`config.mk`:
```
export PLATFORM = sky130hd
export DESIGN_NAME = frog_hop_ctrl
export DESIGN_NICKNAME = d
export VERILOG_FILES = /design/src/rtl/frog_pkg.sv /design/src/rtl/key_edge_detect.sv /design/src/rtl/frog_hop_ctrl.sv
export SDC_FILE = /design/constraint.sdc
export NUM_CORES = 1
export LEC_CHECK = 0
export ABC_AREA = 1
export ABC_CLOCK_PERIOD_IN_PS = 2650
export CELL_PAD_IN_SITES_DETAIL_PLACEMENT = 0
export CELL_PAD_IN_SITES_GLOBAL_PLACEMENT = 1
export CORE_MARGIN = 2
export CORE_UTILIZATION = 40
export DETAILED_ROUTE_END_ITERATION = 16
export HOLD_SLACK_MARGIN = 0.1
export MAX_ROUTING_LAYER = met4
export PLACE_DENSITY_LB_ADDON = 0.1
export SLEW_MARGIN = 20
export SYNTH_ARGS = -nofsm -noshare
export SYNTH_HDL_FRONTEND = slang
export SYNTH_SLANG_ARGS = --single-unit
```
`constraint.sdc`:
```
create_clock -name CLK -period 2.65 [get_ports CLK]
set_input_delay 0.265 -clock CLK [delete_from_list [all_inputs] [get_ports CLK]]
set_output_delay 0.265 -clock CLK [all_outputs]
set_load 0.01 [all_outputs]
```
`src/rtl/frog_pkg.sv`:
```
// Shared types and constants for the frog hop controller slice.
package frog_pkg;

    typedef enum logic [2:0] {
        IDLE,
        HOP,
        COOLDOWN,
        DYING,
        RESPAWN,
        GAME_OVER
    } hop_state_t;

    typedef enum logic [1:0] {
        UP,
        DOWN,
        LEFT,
        RIGHT
    } dir_t;

    localparam int unsigned LIVES_W = 2;

endpackage

```
`src/rtl/key_edge_detect.sv`:
```
// Rising-edge detector on the four key levels with up > down > left > right priority.
module key_edge_detect
    import frog_pkg::*;
(
    input  logic       CLK,
    input  logic       RESET,
    input  logic [3:0] keys,         // {right, left, down, up}
    output logic       press_valid,
    output dir_t       press_dir
);

    logic [3:0] hist;
    logic [3:0] press;

    // History resets to all ones so a key held through reset is not seen as a press.
    always_ff @(posedge CLK) begin
        if (RESET) begin
            hist <= '1;
        end else begin
            hist <= keys;
        end
    end

    assign press = keys & ~hist;

    always_comb begin
        press_valid = |press;
        press_dir   = UP;
        if (press[0]) begin
            press_dir = UP;
        end else if (press[1]) begin
            press_dir = DOWN;
        end else if (press[2]) begin
            press_dir = LEFT;
        end else if (press[3]) begin
            press_dir = RIGHT;
        end
    end

endmodule

```
`src/rtl/frog_hop_ctrl.sv`:
```
// Turns key presses into fixed-length hops and sequences death, respawn and game over.
module frog_hop_ctrl
    import frog_pkg::*;
#(
    parameter int unsigned HOP_TICKS      = 8,
    parameter int unsigned COOLDOWN_TICKS = 4,
    parameter int unsigned DEATH_TICKS    = 60,
    parameter int unsigned LIVES          = 3
) (
    input  logic               CLK,
    input  logic               RESET,
    input  logic               timer_done,
    input  logic               key_left,
    input  logic               key_right,
    input  logic               key_up,
    input  logic               key_down,
    input  logic               collision,
    input  logic               drown,
    input  logic               new_game,
    output logic               left,
    output logic               right,
    output logic               up,
    output logic               down,
    output logic               reset_position,
    output logic [LIVES_W-1:0] lives,
    output logic               game_over
);

    localparam logic [7:0] HOP_LAST   = 8'(HOP_TICKS - 1);
    localparam logic [7:0] COOL_LAST  = 8'(COOLDOWN_TICKS - 1);
    localparam logic [7:0] DEATH_LAST = 8'(DEATH_TICKS - 1);

    hop_state_t state;
    dir_t       dir;
    logic [7:0] tick_cnt;
    logic       press_valid;
    dir_t       press_dir;
    logic       hazard;
    logic       alive;

    key_edge_detect u_keys (
        .CLK         (CLK),
        .RESET       (RESET),
        .keys        ({key_right, key_left, key_down, key_up}),
        .press_valid (press_valid),
        .press_dir   (press_dir)
    );

    assign hazard = collision | drown;
    assign alive  = (state == IDLE) || (state == HOP) || (state == COOLDOWN);

    always_ff @(posedge CLK) begin
        if (RESET) begin
            state    <= IDLE;
            dir      <= UP;
            tick_cnt <= '0;
            lives    <= LIVES_W'(LIVES);
        end else if (alive && hazard) begin
            // Death wins over a press or a hop completing in the same cycle.
            state    <= DYING;
            tick_cnt <= '0;
            lives    <= (lives == '0) ? '0 : lives - LIVES_W'(1);
        end else begin
            case (state)
                IDLE: begin
                    if (press_valid) begin
                        dir      <= press_dir;
                        tick_cnt <= '0;
                        state    <= HOP;
                    end
                end
                HOP: begin
                    if (timer_done) begin
                        if (tick_cnt == HOP_LAST) begin
                            tick_cnt <= '0;
                            state    <= (COOLDOWN_TICKS == 0) ? IDLE : COOLDOWN;
                        end else begin
                            tick_cnt <= tick_cnt + 8'd1;
                        end
                    end
                end
                COOLDOWN: begin
                    if (timer_done) begin
                        if (tick_cnt == COOL_LAST) begin
                            tick_cnt <= '0;
                            state    <= IDLE;
                        end else begin
                            tick_cnt <= tick_cnt + 8'd1;
                        end
                    end
                end
                DYING: begin
                    if (timer_done) begin
                        if (tick_cnt == DEATH_LAST) begin
                            tick_cnt <= '0;
                            state    <= (lives == '0) ? GAME_OVER : RESPAWN;
                        end else begin
                            tick_cnt <= tick_cnt + 8'd1;
                        end
                    end
                end
                RESPAWN: begin
                    state <= IDLE;
                end
                GAME_OVER: begin
                    if (new_game) begin
                        lives <= LIVES_W'(LIVES);
                        state <= RESPAWN;
                    end
                end
                default: begin
                    state <= IDLE;
                end
            endcase
        end
    end

    assign up             = (state == HOP) && (dir == UP);
    assign down           = (state == HOP) && (dir == DOWN);
    assign left           = (state == HOP) && (dir == LEFT);
    assign right          = (state == HOP) && (dir == RIGHT);
    assign reset_position = (state == RESPAWN);
    assign game_over      = (state == GAME_OVER);

endmodule

```
## Yosys cells after proc, flatten, opt, wreduce, memory -nomap -nowiden

Cells that the tools add are included.

| operators by class | value |
|---|---|
| add/sub/neg operators | 2 |
| equality and inequality tests | 27 |
| mux-type cells | 27 |
| bitwise logic cells | 4 |
| reduce and logical (&&, ||, !) cells | 20 |

Operators with widths:

| kind | number |
|---|---|
| 2-to-1 mux 8 bit | 7 |
| one-hot mux 8 bit (4 select lines) | 1 |
| 2-to-1 mux 3 bit | 8 |
| 2-to-1 mux 2 bit | 9 |
| AND reduction 8 bit | 2 |
| one-hot mux 3 bit (5 select lines) | 1 |
| inequality test 2 bit, second input constant | 6 |
| inequality test 3 x 2 -> 1 bit, second input constant | 4 |
| adder 8 x 1 -> 8 bit, second input constant | 1 |
| == test 8 x 2 -> 1 bit, second input constant | 1 |
| == test 8 x 3 -> 1 bit, second input constant | 1 |
| == test 8 x 6 -> 1 bit, second input constant | 1 |
| == test 3 x 2 -> 1 bit, second input constant | 2 |
| == test 3 bit, second input constant | 2 |
| inequality test 3 x 1 -> 1 bit, second input constant | 2 |
| inequality test 3 bit, second input constant | 2 |
| logical AND 1 bit | 5 |
| AND reduction 5 bit | 1 |
| AND 4 bit | 1 |
| == test 2 bit, second input constant | 2 |
| logical NOT 2 bit | 2 |
| inequality test 2 x 1 -> 1 bit, second input constant | 2 |
| NOT 4 bit | 1 |
| nonzero test 2 bit | 2 |
| 13 further kinds | 14 |

| word-level totals | value |
|---|---|
| bits in registers | 19 |
| output and inout bits | 8 |
| word-level logic and storage cells | 86 |

## Logic depth before layout (Yosys ltp)

| logic depth | value |
|---|---|
| depth after elaboration | 6 |
| depth in mapped cells | 10 |
| depth with buffers taken out | 10 |

## Hierarchy

Synthesis repeated with hierarchy kept, for this count alone.

| unflattened totals | value |
|---|---|
| cell total of the unflattened synthesis | 192 |
| area, all modules | 1,182.4 um^2 |

By module, submodules not included:

| module | times used | cells an instance | area an instance (um^2) | seq. area each (um^2) |
|---|---|---|---|---|
| frog_hop_ctrl | 1 | 167 | 1,004.7 | 300.3 |
| key_edge_detect | 1 | 25 | 177.7 | 80.1 |

## Least setup slack after synthesis

No wires, ideal clock.

| timing path | value |
|---|---|
| path kind | reg2reg |
| start point | register tick_cnt[0] |
| end point | register state[0] |
| setup time | 0.114 ns |
| arrival | 1.201 ns |
| required time | 2.536 ns |
| slack | 1.335 ns |
| stages on the path, launching flop included | 9 |
| path buffers | 0 |
| period minus slack after synthesis | 1.315 ns |
| cells stage by stage | dfxtp_1 -> ha_1 -> nand3_1 -> o21ai_2 -> nand2_2 -> nor2_4 -> nand3_1 -> nand2_1 -> nor2_1 |

| between the ends | value |
|---|---|
| longest elaborated chain between the ends | 3 |
| elaborated cells on any way between the ends | 7 |

RTL lines:

| element | RTL line | RTL |
|---|---|---|
| start: declaration | frog_hop_ctrl.sv:35 | `logic [7:0] tick_cnt;` |
| start signal: assignment | frog_hop_ctrl.sv:78 | `tick_cnt <= tick_cnt + 8'd1;` |
| start signal: assignment | frog_hop_ctrl.sv:88 | `tick_cnt <= tick_cnt + 8'd1;` |
| start signal: assignment | frog_hop_ctrl.sv:98 | `tick_cnt <= tick_cnt + 8'd1;` |
| == test 8 x 6 -> 1 bit, or another cell as far along | frog_hop_ctrl.sv:94 | `if (tick_cnt == DEATH_LAST) begin` |
| inequality test 3 bit (no source line) or inequality test 3 x 1 -> 1 bit (tied branches) | - |  |
| AND reduction 8 bit (no source line) * | - |  |
| end signal: assignment | frog_hop_ctrl.sv:76 | `state <= (COOLDOWN_TICKS == 0) ? IDLE : COOLDOWN;` |
| end signal: assignment | frog_hop_ctrl.sv:96 | `state <= (lives == '0) ? GAME_OVER : RESPAWN;` |
| end: declaration | frog_hop_ctrl.sv:33 | `hop_state_t state;` |

Every way passes the cells marked *; elsewhere a longest branch is shown, timed or not.
A chain may end at the register's enable or synchronous reset.

## Final worst setup path

| timing path | value |
|---|---|
| start point | register state[0] |
| end point | output port left |

| between the ends | value |
|---|---|
| longest elaborated chain between the ends | 2 |

RTL lines:

| element | RTL line | RTL |
|---|---|---|
| == test 3 x 1 -> 1 bit | frog_hop_ctrl.sv:120 | `assign left = (state == HOP) && (dir == LEFT);` |
| logical AND 1 bit | frog_hop_ctrl.sv:120 |  |
| end: declaration | frog_hop_ctrl.sv:20 | `output logic left,` |

No other way between the ends.

==> reports/metrics.cfg <==
[clock_network]
clkTransAtPathRegs_ns=0.11
cts_hold_buf=0
cts_max_level=1
cts_tree=done
clk_path_buf_depth=2
clock_sinks=19
cts_buffers=3
clk_latency_ns=0.29
cts_root_buf=clkbuf_4
ctsResizeCount=0
postCtsSetupRepairBufs=0

[sta]
rsz0062_at_grt=no
setup_ws_ns=0.506
finClkSkew_ns=0.00317
whs_ns=0.519
fin_crit_ns=2.14
tightest_slew_ns=0.458
finalHoldViolations=0
max_freq_ghz=0.466
setup_violations=0
min_period_over_period=0.809
final.setup.tns_ns=0
slew_violations=0
relSlewSlack=0.694

[placed_design]
portBuffers=17
dp_cells=237
dp_worst_setup_slack_ns=0.815
place.gp.congestion=0.829
placed_cell_area_mm2=0.00144
hpwlAfterDp_um=2290

[yosys]
yosysUniqueCellTypes=25
ys_seq_area_frac=0.308
syn_area_mm2=0.00124
synth_fp_nets=200
synth-seq-cells=19
synth_edf_count=0
syn_avg_cell_area_um2=6.58
syn_inst=188
synthFlopType=dfxtp_1
yosysWarnings=0
async_flop_share=0

[route]
vias_per_cell=4.96
first_pass_iters=4
drt-initial-drc-count=73
drtAntennaViolNets=0
finalWirelength_um=2820
routedWlPerCell_um=11.7
vias=1196
drc=0

[finish]
mostFrequentLayoutCell=nand2_1
fillers=328
drive_gt1_frac=0.173
area_delta_synth_final_pct=18.6
seqCellArea_um2=380
multi_input_area_um2=736
stdcell_count=241
n_antenna_cell=0
finalNetCount=221
final_area_mm2=0.00147
final_cell_mix=nand2_1, inv_1, nor2_1

[global_routing]
grt_pass1_wl_um=5030
antenna_found_initial=0
grt-ovfl-total=0
grt_max_degree=11
grt_usage=0.191
grt_pass1_vias=1149

[setup_path]
crit_type=reg2out
cp-start-kind=flop
r2r_end=tick_cnt[3]$_SDFFE_PP0P_
crit_required_ns=2.38
regToRegSetupSlack_ns=1.13
path_max_fanout=7
r2r_cells=6
r2r-start=tick_cnt[1]$_SDFFE_PP0P_
worstPathArrival_ns=1.88
worstSetupEndpointType=primary output

[floorplanning]
core-area_mm2=0.00300
die_h_um=59.6
die_area_mm2=0.00355
start_util=0.412
rows=20
pin_count=18
die_x_um=59.6

[power]
leakage_nw=0.636
pwr-share-comb=0.548
p_sw_uw=557
p_sw_frac=0.477
clkPwrFrac=0.126
p_per_area_mw_per_mm2=796
pwr-share-seq=0.327
vdd_drop_max_v=0.000300
p_int_uw=611

[min_path]
hold_class=reg2reg
holdPathStages=2
hold_end=tick_cnt[7]$_SDFFE_PP0P_
hold_start=tick_cnt[7]$_SDFFE_PP0P_

[outcome]
outcome=complete, no violations

[run]
drv_cap=0

## critical path, cell delays in order, from the launching register on
cell and delay [ns]:
dfxtp_1 0.49, nand2_2 0.14, nor2_4 0.13, inv_1 0.10, nor3_1 0.15, clkdlybuf4s50_1 0.57
## synthesized netlist by cell type (2+ instances only)
cell	n	area, um2
a21oi_1	14	70.1
dfxtp_1	19	380
ha_1	2	25.0
inv_1	22	82.6
inv_2	8	30.0
nand2_1	35	131
nand2_2	8	50.1
nand3_1	18	90.1
nand3_2	2	20.0
nand4_1	6	37.5
nor2_1	22	82.6
nor2_2	2	12.5
nor2_4	6	67.6
nor3_1	5	25.0
o21ai_0	2	10.0
o21ai_1	4	20.0
o21ai_2	2	17.5
or2_2	4	25.0
## layer usage
layer / wire length (um) / global-route usage / vias to the layer above
li1: - / - / 653
met1: 1380 / 0.244 / 529
met2: 1350 / 0.312 / 12
met3: 67 / 0.0262 / 2
met4: 21 / 0.0571 / 0
met5: 0 / - / -
## cell type report
| type | count | share of cell area |
|---|---|---|
| Clock buffer | 4 | 0.0179 |
| Inverter | 30 | 0.0768 |
| Multi-Input combinational cell | 138 | 0.502 |
| Sequential cell | 19 | 0.259 |
| Tap cell | 33 | 0.0282 |
| Timing Repair Buffer | 17 | 0.116 |
## sequential cells by signal, summed over array words and instances, names as in the netlist
| signal | flops |
|---|---|
| dir | 2 |
| state | 3 |
| lives | 2 |
| u_keys.hist | 4 |
| tick_cnt | 8 |
## power by group through the flow
stage / combinational (mW) / sequential [mW] / clock [mW]
CTS: 0.643 / 0.381 / 0.159
detailed placement: 0.641 / 0.388 / 0
finish: 0.640 / 0.381 / 0.147
global route: 0.722 / 0.388 / 0.167
global placement: 0.634 / 0.385 / 0
floorplan: 0.493 / 0.371 / 0
## cell families after synthesis
kind of cell | Yosys count | synth area share
adder cells (fa/ha/maj) | 2 | 0.0202
buffers and inverters | 31 | 0.0972
XOR/XNOR | 2 | 0.0142
flip-flops | 19 | 0.308
AO/OA/AOI/OAI | 25 | 0.113
AND/OR/NAND/NOR | 109 | 0.447
## stage by stage
step                      utilization  total power, mW
after detailed placement        0.480             1.03
after global routing            0.488             1.28
final                           0.488             1.17
after floorplan                     -            0.864
after global placement          0.480             1.02
after CTS                       0.488             1.18
## worst max path at each step
stage                                       end  cells past startpoint  slack [ns]                      from
after floorplan           state[0]$_SDFFE_PP0P_                      8        1.34  tick_cnt[0]$_SDFFE_PP0P_
after global placement                    right                      5        0.89     state[0]$_SDFFE_PP0P_
after detailed placement                  right                      5        0.81     state[0]$_SDFFE_PP0P_
after CTS                                 right                      5        0.47     state[0]$_SDFFE_PP0P_
after global routing                         up                      5        0.36     state[0]$_SDFFE_PP0P_
final                                      left                      5        0.51     state[0]$_SDFFE_PP0P_
Power figures use the tool's default switching activity.
